[src/rtl/pc_sequencer.sv]
// pc_sequencer
// Instruction-sequencing controller for the 8-bit LEG CPU. Owns the program
// counter, drives the registered instruction pROM, and applies jump, call,
// return and halt requests from the decoder in the EXEC state. A small
// return-address stack backs subroutine calls; sticky flags record stack
// overflow and underflow.
//
// Parameters:
//   ROM_LAT     pROM read latency in cycles (1 or 2)
//   STACK_DEPTH number of return-stack entries (2..16)
//   RESET_PC    program counter value after reset
//
// Ports:
//   clk, rst          clock and asynchronous active-high reset
//   run               enables instruction stepping
//   stall             freezes every piece of state while high
//   jump_req          unconditional jump to target (EXEC only)
//   call_req          push pc+1 and jump to target (EXEC only)
//   ret_req           pop return address into pc (EXEC only)
//   halt_req          enter HALT, left only by reset (EXEC only)
//   target[7:0]       jump / call destination
//   rom_addr[7:0]     pROM address, always equal to pc
//   rom_ce            pROM read enable, high in FETCH
//   pc[7:0]           current instruction address
//   ir_valid          pROM output holds the instruction at pc (EXEC)
//   retire            single-cycle pulse as the instruction completes
//   depth[4:0]        number of occupied stack entries
//   stack_ovf         sticky: call attempted with a full stack
//   stack_unf         sticky: return attempted with an empty stack
//   halted            sequencer is in HALT

module pc_sequencer #(
  parameter int          ROM_LAT     = 1,
  parameter int          STACK_DEPTH = 4,
  parameter logic [7:0]  RESET_PC    = 8'h00
) (
  input  logic       clk,
  input  logic       rst,
  input  logic       run,
  input  logic       stall,
  input  logic       jump_req,
  input  logic       call_req,
  input  logic       ret_req,
  input  logic       halt_req,
  input  logic [7:0] target,
  output logic [7:0] rom_addr,
  output logic       rom_ce,
  output logic [7:0] pc,
  output logic       ir_valid,
  output logic       retire,
  output logic [4:0] depth,
  output logic       stack_ovf,
  output logic       stack_unf,
  output logic       halted
);

  typedef enum logic [2:0] {
    S_IDLE,
    S_FETCH,
    S_WAIT,
    S_EXEC,
    S_HALT
  } state_t;

  localparam int         IW         = (STACK_DEPTH > 1) ? $clog2(STACK_DEPTH) : 1;
  localparam logic [4:0] FULL_DEPTH = 5'(STACK_DEPTH);

  state_t     state_q, state_d;
  logic [7:0] pc_q, pc_d;
  logic [4:0] depth_q, depth_d;
  logic       ovf_q, ovf_d;
  logic       unf_q, unf_d;
  logic [7:0] stack_q [STACK_DEPTH];
  logic [7:0] stack_d [STACK_DEPTH];

  logic [7:0]    pc_inc;
  logic [IW-1:0] push_idx;
  logic [IW-1:0] pop_idx;

  // Entry depth_q is the next free slot; the top of stack sits one below it.
  // Push is only performed when not full and pop only when not empty, so the
  // truncated indices always land inside the array.
  assign pc_inc   = pc_q + 8'd1;
  assign push_idx = depth_q[IW-1:0];
  assign pop_idx  = IW'(depth_q - 5'd1);

  // Next-state and datapath update. Nothing moves while stall is high, and
  // the decoder requests are only looked at on a non-stalled EXEC cycle.
  always_comb begin
    state_d = state_q;
    pc_d    = pc_q;
    depth_d = depth_q;
    ovf_d   = ovf_q;
    unf_d   = unf_q;
    stack_d = stack_q;

    if (!stall) begin
      case (state_q)
        S_IDLE: begin
          if (run) state_d = S_FETCH;
        end
        S_FETCH: begin
          state_d = (ROM_LAT == 2) ? S_WAIT : S_EXEC;
        end
        S_WAIT: begin
          state_d = S_EXEC;
        end
        S_EXEC: begin
          if (halt_req) begin
            state_d = S_HALT;
          end else begin
            // The instruction always completes; run only decides whether
            // another fetch follows.
            state_d = run ? S_FETCH : S_IDLE;
            if (ret_req) begin
              if (depth_q != 5'd0) begin
                pc_d    = stack_q[pop_idx];
                depth_d = depth_q - 5'd1;
              end else begin
                unf_d = 1'b1;
                pc_d  = pc_inc;
              end
            end else if (call_req) begin
              if (depth_q != FULL_DEPTH) begin
                stack_d[push_idx] = pc_inc;
                pc_d              = target;
                depth_d           = depth_q + 5'd1;
              end else begin
                ovf_d = 1'b1;
                pc_d  = pc_inc;
              end
            end else if (jump_req) begin
              pc_d = target;
            end else begin
              pc_d = pc_inc;
            end
          end
        end
        S_HALT: begin
          state_d = S_HALT;
        end
        default: begin
          state_d = S_IDLE;
        end
      endcase
    end
  end

  always_ff @(posedge clk or posedge rst) begin
    if (rst) begin
      state_q <= S_IDLE;
      pc_q    <= RESET_PC;
      depth_q <= 5'd0;
      ovf_q   <= 1'b0;
      unf_q   <= 1'b0;
      for (int i = 0; i < STACK_DEPTH; i++) begin
        stack_q[i] <= 8'h00;
      end
    end else begin
      state_q <= state_d;
      pc_q    <= pc_d;
      depth_q <= depth_d;
      ovf_q   <= ovf_d;
      unf_q   <= unf_d;
      for (int i = 0; i < STACK_DEPTH; i++) begin
        stack_q[i] <= stack_d[i];
      end
    end
  end

  assign pc        = pc_q;
  assign rom_addr  = pc_q;
  assign rom_ce    = (state_q == S_FETCH);
  assign ir_valid  = (state_q == S_EXEC);
  assign retire    = (state_q == S_EXEC) && !stall;
  assign halted    = (state_q == S_HALT);
  assign depth     = depth_q;
  assign stack_ovf = ovf_q;
  assign stack_unf = unf_q;

endmodule

[config.mk]
export PLATFORM = sky130hd
export DESIGN_NAME = pc_sequencer
export DESIGN_NICKNAME = d
export VERILOG_FILES = /design/src/rtl/pc_sequencer.sv
export SDC_FILE = /design/constraint.sdc
export NUM_CORES = 1
export LEC_CHECK = 0
export ABC_AREA = 1
export CAP_MARGIN = 20
export CORE_MARGIN = 5
export CORE_UTILIZATION = 55
export DETAILED_ROUTE_END_ITERATION = 10
export PLACE_DENSITY = 0.9
export SYNTH_ARGS = -nofsm -noshare
export SYNTH_HDL_FRONTEND = slang
export SYNTH_SLANG_ARGS = --single-unit
[constraint.sdc]
create_clock -name clk -period 2.4 [get_ports clk]
set_clock_uncertainty 0.05 [all_clocks]
set_input_delay 0.36 -clock clk [delete_from_list [all_inputs] [get_ports clk]]
set_output_delay 0.36 -clock clk [all_outputs]
set_load 0.005 [all_outputs]
# --- Yosys cells after proc, flatten, opt, wreduce, memory -nomap -nowiden ---
# Cells that the tools add are included.
totals:
  elab_cells: 62
  regBits: 50
op_classes:
  n_reduce_logical: 14
  order_cmp: 3
  add_sub_neg: 3
  bitwise_logic: 7
  muxes: 19
  n_eq_ne: 7
ops:
  columns: ["cell", "count"]
  rows:
  - ["two-way mux 8 bit", 8]
  - ["bitwise mux 32 bit", 1]
  - ["two-way mux 5 bit", 4]
  - ["AND reduction 6 bit", 3]
  - ["binary-select mux 8 bit (select 2 bit)", 1]
  - ["demux 8 bit (select 2 bit)", 1]
  - ["one-hot mux 3 bit (4 select lines)", 1]
  - ["adder 8 x 1 -> 8 bit, second input constant", 1]
  - ["equality test 3 x 2 -> 1 bit, second input constant", 2]
  - [">= comparator 3 bit, second input constant", 2]
  - ["two-way mux 3 bit", 2]
  - ["inverter 2 -> 3 bit", 2]
  - ["adder 5 x 1 -> 5 bit, second input constant", 1]
  - ["inequality test 5 x 3 -> 1 bit, second input constant", 1]
  - ["inverter 1 bit", 5]
  - ["AND reduction 5 bit", 1]
  - ["nonzero test 5 bit", 1]
  - ["subtractor 5 x 1 -> 5 bit, second input constant", 1]
  - ["nonzero test 2 bit", 2]
  - ["equality test 3 x 1 -> 1 bit, second input constant", 1]
  - ["equality test 3 bit, second input constant", 1]
  - ["logical NOT 3 bit", 1]
  - ["< comparator 3 x 1 -> 1 bit, second input constant", 1]
  - ["AND reduction 3 bit", 1]
  - ["7 further kinds", 8]

# --- Logic depth before layout (Yosys ltp) ---
logic_depth:
  ltp_word: 7
  depth_mapped: 12
  ltp_nobuf: 11

# --- Least setup slack after synthesis ---
# OpenSTA, ideal clock, no wires.
synth_path:
  kind: "reg2reg"
  start: "reg depth_q[0], in the netlist depth[0]"
  end: "reg stack_q[8] (netlist bit)"
  stages_incl_launch_ff: 13
  period_less_slack_ns: 2.110
  setup_slack_ns: 0.290
  path_buffers: 2
  arrival_ns: 1.932
  required_ns: 2.222
  cell_sequence: "dfrtp_1 clkinv_1 clkbuf_1 ha_1 inv_1 nor2_1 nand2_1 nand2_4 nor2_8 nand2_4 buf_6 nand2_1 o21ai_2"
synth_via:
  elab_chain_cells: 6
  elab_cells_between_ends: 9
synth_lines:
  columns: ["element", "line_no", "source"]
  rows:
  - ["start: declaration", "70", "logic [4:0] depth_q, depth_d;"]
  - ["start signal: assignment", "162", "depth_q <= depth_d;"]
  - ["inverter 2 -> 3 bit (not written as such)", "125", "stack_d[push_idx] = pc_inc;"]
  - [">= comparator 3 bit (not written as such) or < comparator 3 x 1 -> 1 bit (tied branches)", "125", null]
  - ["logical AND 1 bit (not written as such)", "125", null]
  - ["two-way mux 8 bit (not written as such)", "125", null]
  - ["demux 8 bit (select 2 bit)", "125", null]
  - ["bitwise mux 32 bit", "125", null]
  - ["end signal: indexed assignment", "166", "stack_q[i] <= stack_d[i];"]
  - ["end: declaration", "73", "logic [7:0] stack_q [STACK_DEPTH];"]
# Several ways; a longest one is shown, not always the timed one.
# A chain may end at the register's enable or synchronous reset.

# --- Worst setup path in the final report ---
layout_path:
  start: "reg state_q[0]"
  end: "out retire"
layout_via:
  elab_chain_cells: 2
layout_lines:
  columns: ["element", "line_no", "source"]
  rows:
  - ["start: declaration", "68", "state_t state_q, state_d;"]
  - ["start signal: assignment", "160", "state_q <= state_d;"]
  - ["equality test 3 x 2 -> 1 bit", "175", "assign retire = (state_q == S_EXEC) && !stall;"]
  - ["logical AND 1 bit", "175", null]
  - ["end: declaration", "50", "output logic retire,"]
# No other way between the ends.

==> summary.md <==
| Metric | Value |
|---|---|
| Chip height | `84.1 um` |
| Initial antenna violation count | `0` |
| Crit path time final | `2.05 ns` |
| Final hold slack | `roughly 0.36 ns` |
| H-Tree Level Count | `2` |
| Max Root-Sink Buffers | `2` |
| WL/cell | `13.6 um` |
| Status | `finished, final reports clean` |
| Synth Register Bits | `50` |
| Critical path cell sequence | `nand2_2 -> nor2_8 -> inv_1 -> nor2_1 -> clkdlybuf4s50_1` |
| RSZ-0062 raised after global routing | `false` |
| # rows | `27` |
| Fraction of layout cells with a size suffix above 1 | `0.0781` |
| Cts repair resizes | `0` |
| Post-route setup TNS | `0 ns` |
| Reg power frac | `0.329` |
| Port buffer count | `42` |
| Sw frac | `0.428` |
| Area of the mapped netlist | `3020 um^2` |
| Max-cap violation count | `0` |
| PD cells | `1250 nW/um^2` |
| CTS tree | `yes` |
| Area grow syn2layout | `18.8%` |
| Clock power share | `0.163` |
| Cells after Synth | `411` |
| FF-to-FF Start | `depth[1]$_DFFE_PP0P_` |
| Ant. Diodes | `0` |
| Crit-path max FO | `5` |
| Via/cell ratio | `5.21` |
| Largest cells by area after synthesis | `dfrtp_1 41%, nand2_1 15%, nor2_1 6.3%` |
| Grt total ovfl | `0` |
| Psw | `about 1.9 mW` |
| Post-CTS Hold Buffers | `0` |
| Sequential area share after synthesis | `0.415` |
| # fillers | `451` |
| Worst setup EP type | `output port` |
| CTS Sinks | `50` |
| Floorplan core area | `5410 um^2` |
| Die ar. | `7070 um^2` |
| Final setup fails | `0` |
| Slew margin rel. | `0.646` |
| Prevailing post-synth register cell | `dfrtp_1` |
| Hold Crit Class | `in2async` |
| Vias post-DR | `around 2700` |
| Post-synth EDFFs | `0` |
| I/O pin cnt | `43` |
| Worst Tran Pin Value | `around 0.53 ns` |
| Post-DP HPWL | `4890 um` |
| PnR worst setup slack | `0.352 ns` |
| Async S/R FF share, synth | `1.00` |
| Worst Path Required | `1.99 ns` |
| Commonest cells in the synthesized netlist | `123 x nand2_1, 51 x nor2_1, 50 x dfrtp_1` |
| Fin. max-slew vios | `0` |
| Cell with the most instances after synthesis | `nand2_1` |
| First-pass GRT wire length | `approximately 13000 um` |
| Crit path buf inv count | `2` |
| Startpoint types | `register` |
| CP arrival | `around 1.6 ns` |
| Internal | `2.57 mW` |
| Vias in the first global route | `2703` |
| NumNets Final | `469` |
| Period utilisation layout | `0.853` |
| Post-synth top area share | `0.415` |
| Combinational power share | `0.508` |
| Max incr delay on CP | `0.50 ns` |
| GRT Total Usage | `0.215` |
| Post-place setup slack | `~0.26 ns` |
| CTS buffer count | `5` |
| Mapped Nets | `433` |
| First-pass DRT Iterations | `5` |
| Later-pin clock latency in the skew report | `roughly 0.31 ns` |
| Setup CP Type | `reg2out` |
| Postcts setup bufs | `0` |
| Synth unique cells | `29` |
| Placer Congestion | `between 0.8 and 0.9` |
| Initial DRC Count | `236` |
| Post-route ant nets | `0` |
| Slowest cell on the critical path | `clkdlybuf4s50_1` |
| Post-synth top area cell | `dfrtp_1` |
| Final hold violations | `0` |
| DRC errors left | `0` |
| Mean Syn Cell Area | `7.34 um^2` |
| DRT Wirelength | `7050 um` |
| Ys Warns | `0` |
| Launch point of the worst path | `state_q[0]$_DFFE_PP0P_` |
| Starting density of the core | `0.558` |
| Die X | `84.1 um` |
| Peak supply drop | `731 uV` |
| Lkg Pwr | `roughly 1.8 nW` |
| Clock slew at reported path FFs | `0.09 ns` |
| CP top delay family | `buffers and inverters` |
| CTS root buffer | `clkbuf_8` |
| Largest net degree at the start of global routing | `27` |
| Fmax | `0.488 GHz` |
logic make-up (layout without fill, tap and decap cells):
| family | count (synthesis) | after routing | share of synthesized area |
|---|---|---|---|
| compound gates | 52 | 52 | 0.102 |
| xor+xnor | 8 | 8 | 0.0232 |
| buf+inv | 72 | 109 | 0.113 |
| simple gates | 223 | 223 | 0.322 |
| fa+ha+maj | 6 | 6 | 0.0249 |
| flops | 50 | 50 | 0.415 |
state kept, by name (all words and copies together) (netlist names):
signal and flops:
stack_unf 1, depth 5, pc 8, state_q 3, stack_q 32, stack_ovf 1
area by class of cell:
type,count,area (um^2),area share
clock inverters,2,60.1,0.0168
clock buffers,6,82.6,0.0230
flip-flops and latches,50,1250,0.349
repair buffers,47,470,0.131
multi-input cells,289,1430,0.398
well taps,72,90.1,0.0251
inverters,54,204,0.0569
layer usage:
metal	wire, um	vias to the layer above	GRT usage
met5	0	-	0
met4	123	0	0.0687
met3	381	15	0.0375
met2	3390	84	0.339
met1	3160	1267	0.299
li1	-	1343	-
power by group through the flow:
stage	Combinational, mW	Sequential, mW	Clock, mW
floorplan	1.49	1.44	0
global placement	2.20	1.47	0
global route	2.58	1.54	0.776
finish	2.28	1.48	0.732
detailed placement	2.25	1.48	0
CTS	2.28	1.48	0.737
cell usage in the layout, fill, tap and decap left out, types with 2 or more instances in the layout:
cell type        synthesis  routed
nand2_1                123     123
nor2_1                  51      51
dfrtp_1                 50      50
inv_1                   49      48
clkdlybuf4s50_1          0      42
nand3_1                 35      35
o21ai_1                 25      25
o21ai_0                 12      12
xor2_1                   7       7
o21ai_2                  7       7
nand2_4                  6       6
ha_1                     6       6
clkbuf_8                 0       6
o21bai_1                 4       4
buf_4                    9       4
clkinv_1                 3       3
nand2_2                  2       2
nor2_8                   2       2
inv_2                    1       2
nand4_1                  2       2
bufinv_16                0       2
per-stage QoR:
stage / instances / utilization / total power [mW] / cell area (um^2)
finish: 520 / 0.663 / 4.49 / 3580
global route: 520 / 0.663 / 4.90 / 3580
CTS: 520 / 0.663 / 4.49 / 3580
detailed placement: 512 / 0.637 / 3.73 / 3440
global placement: 512 / 0.637 / 3.67 / 3440
floorplan: 411 / - / 2.93 / 3020
final timing paths:
kind | end | slack (ns) | cells after the start
worst max register to register | pc[7]$_DFFE_PP0P_ | 0.38 | 11
max in group asynchronous | stack_q[14]$_DFFE_PP0P_ | 1.42 | 3
min in group clk | stack_unf$_DFFE_PP0P_ | 0.44 | 1
worst min register to register | stack_unf$_DFFE_PP0P_ | 0.44 | 1
worst max-delay path | retire | 0.35 | 5
worst min-delay path | state_q[1]$_DFFE_PP0P_ | 0.36 | 2
(Power assumes the default switching activity.)
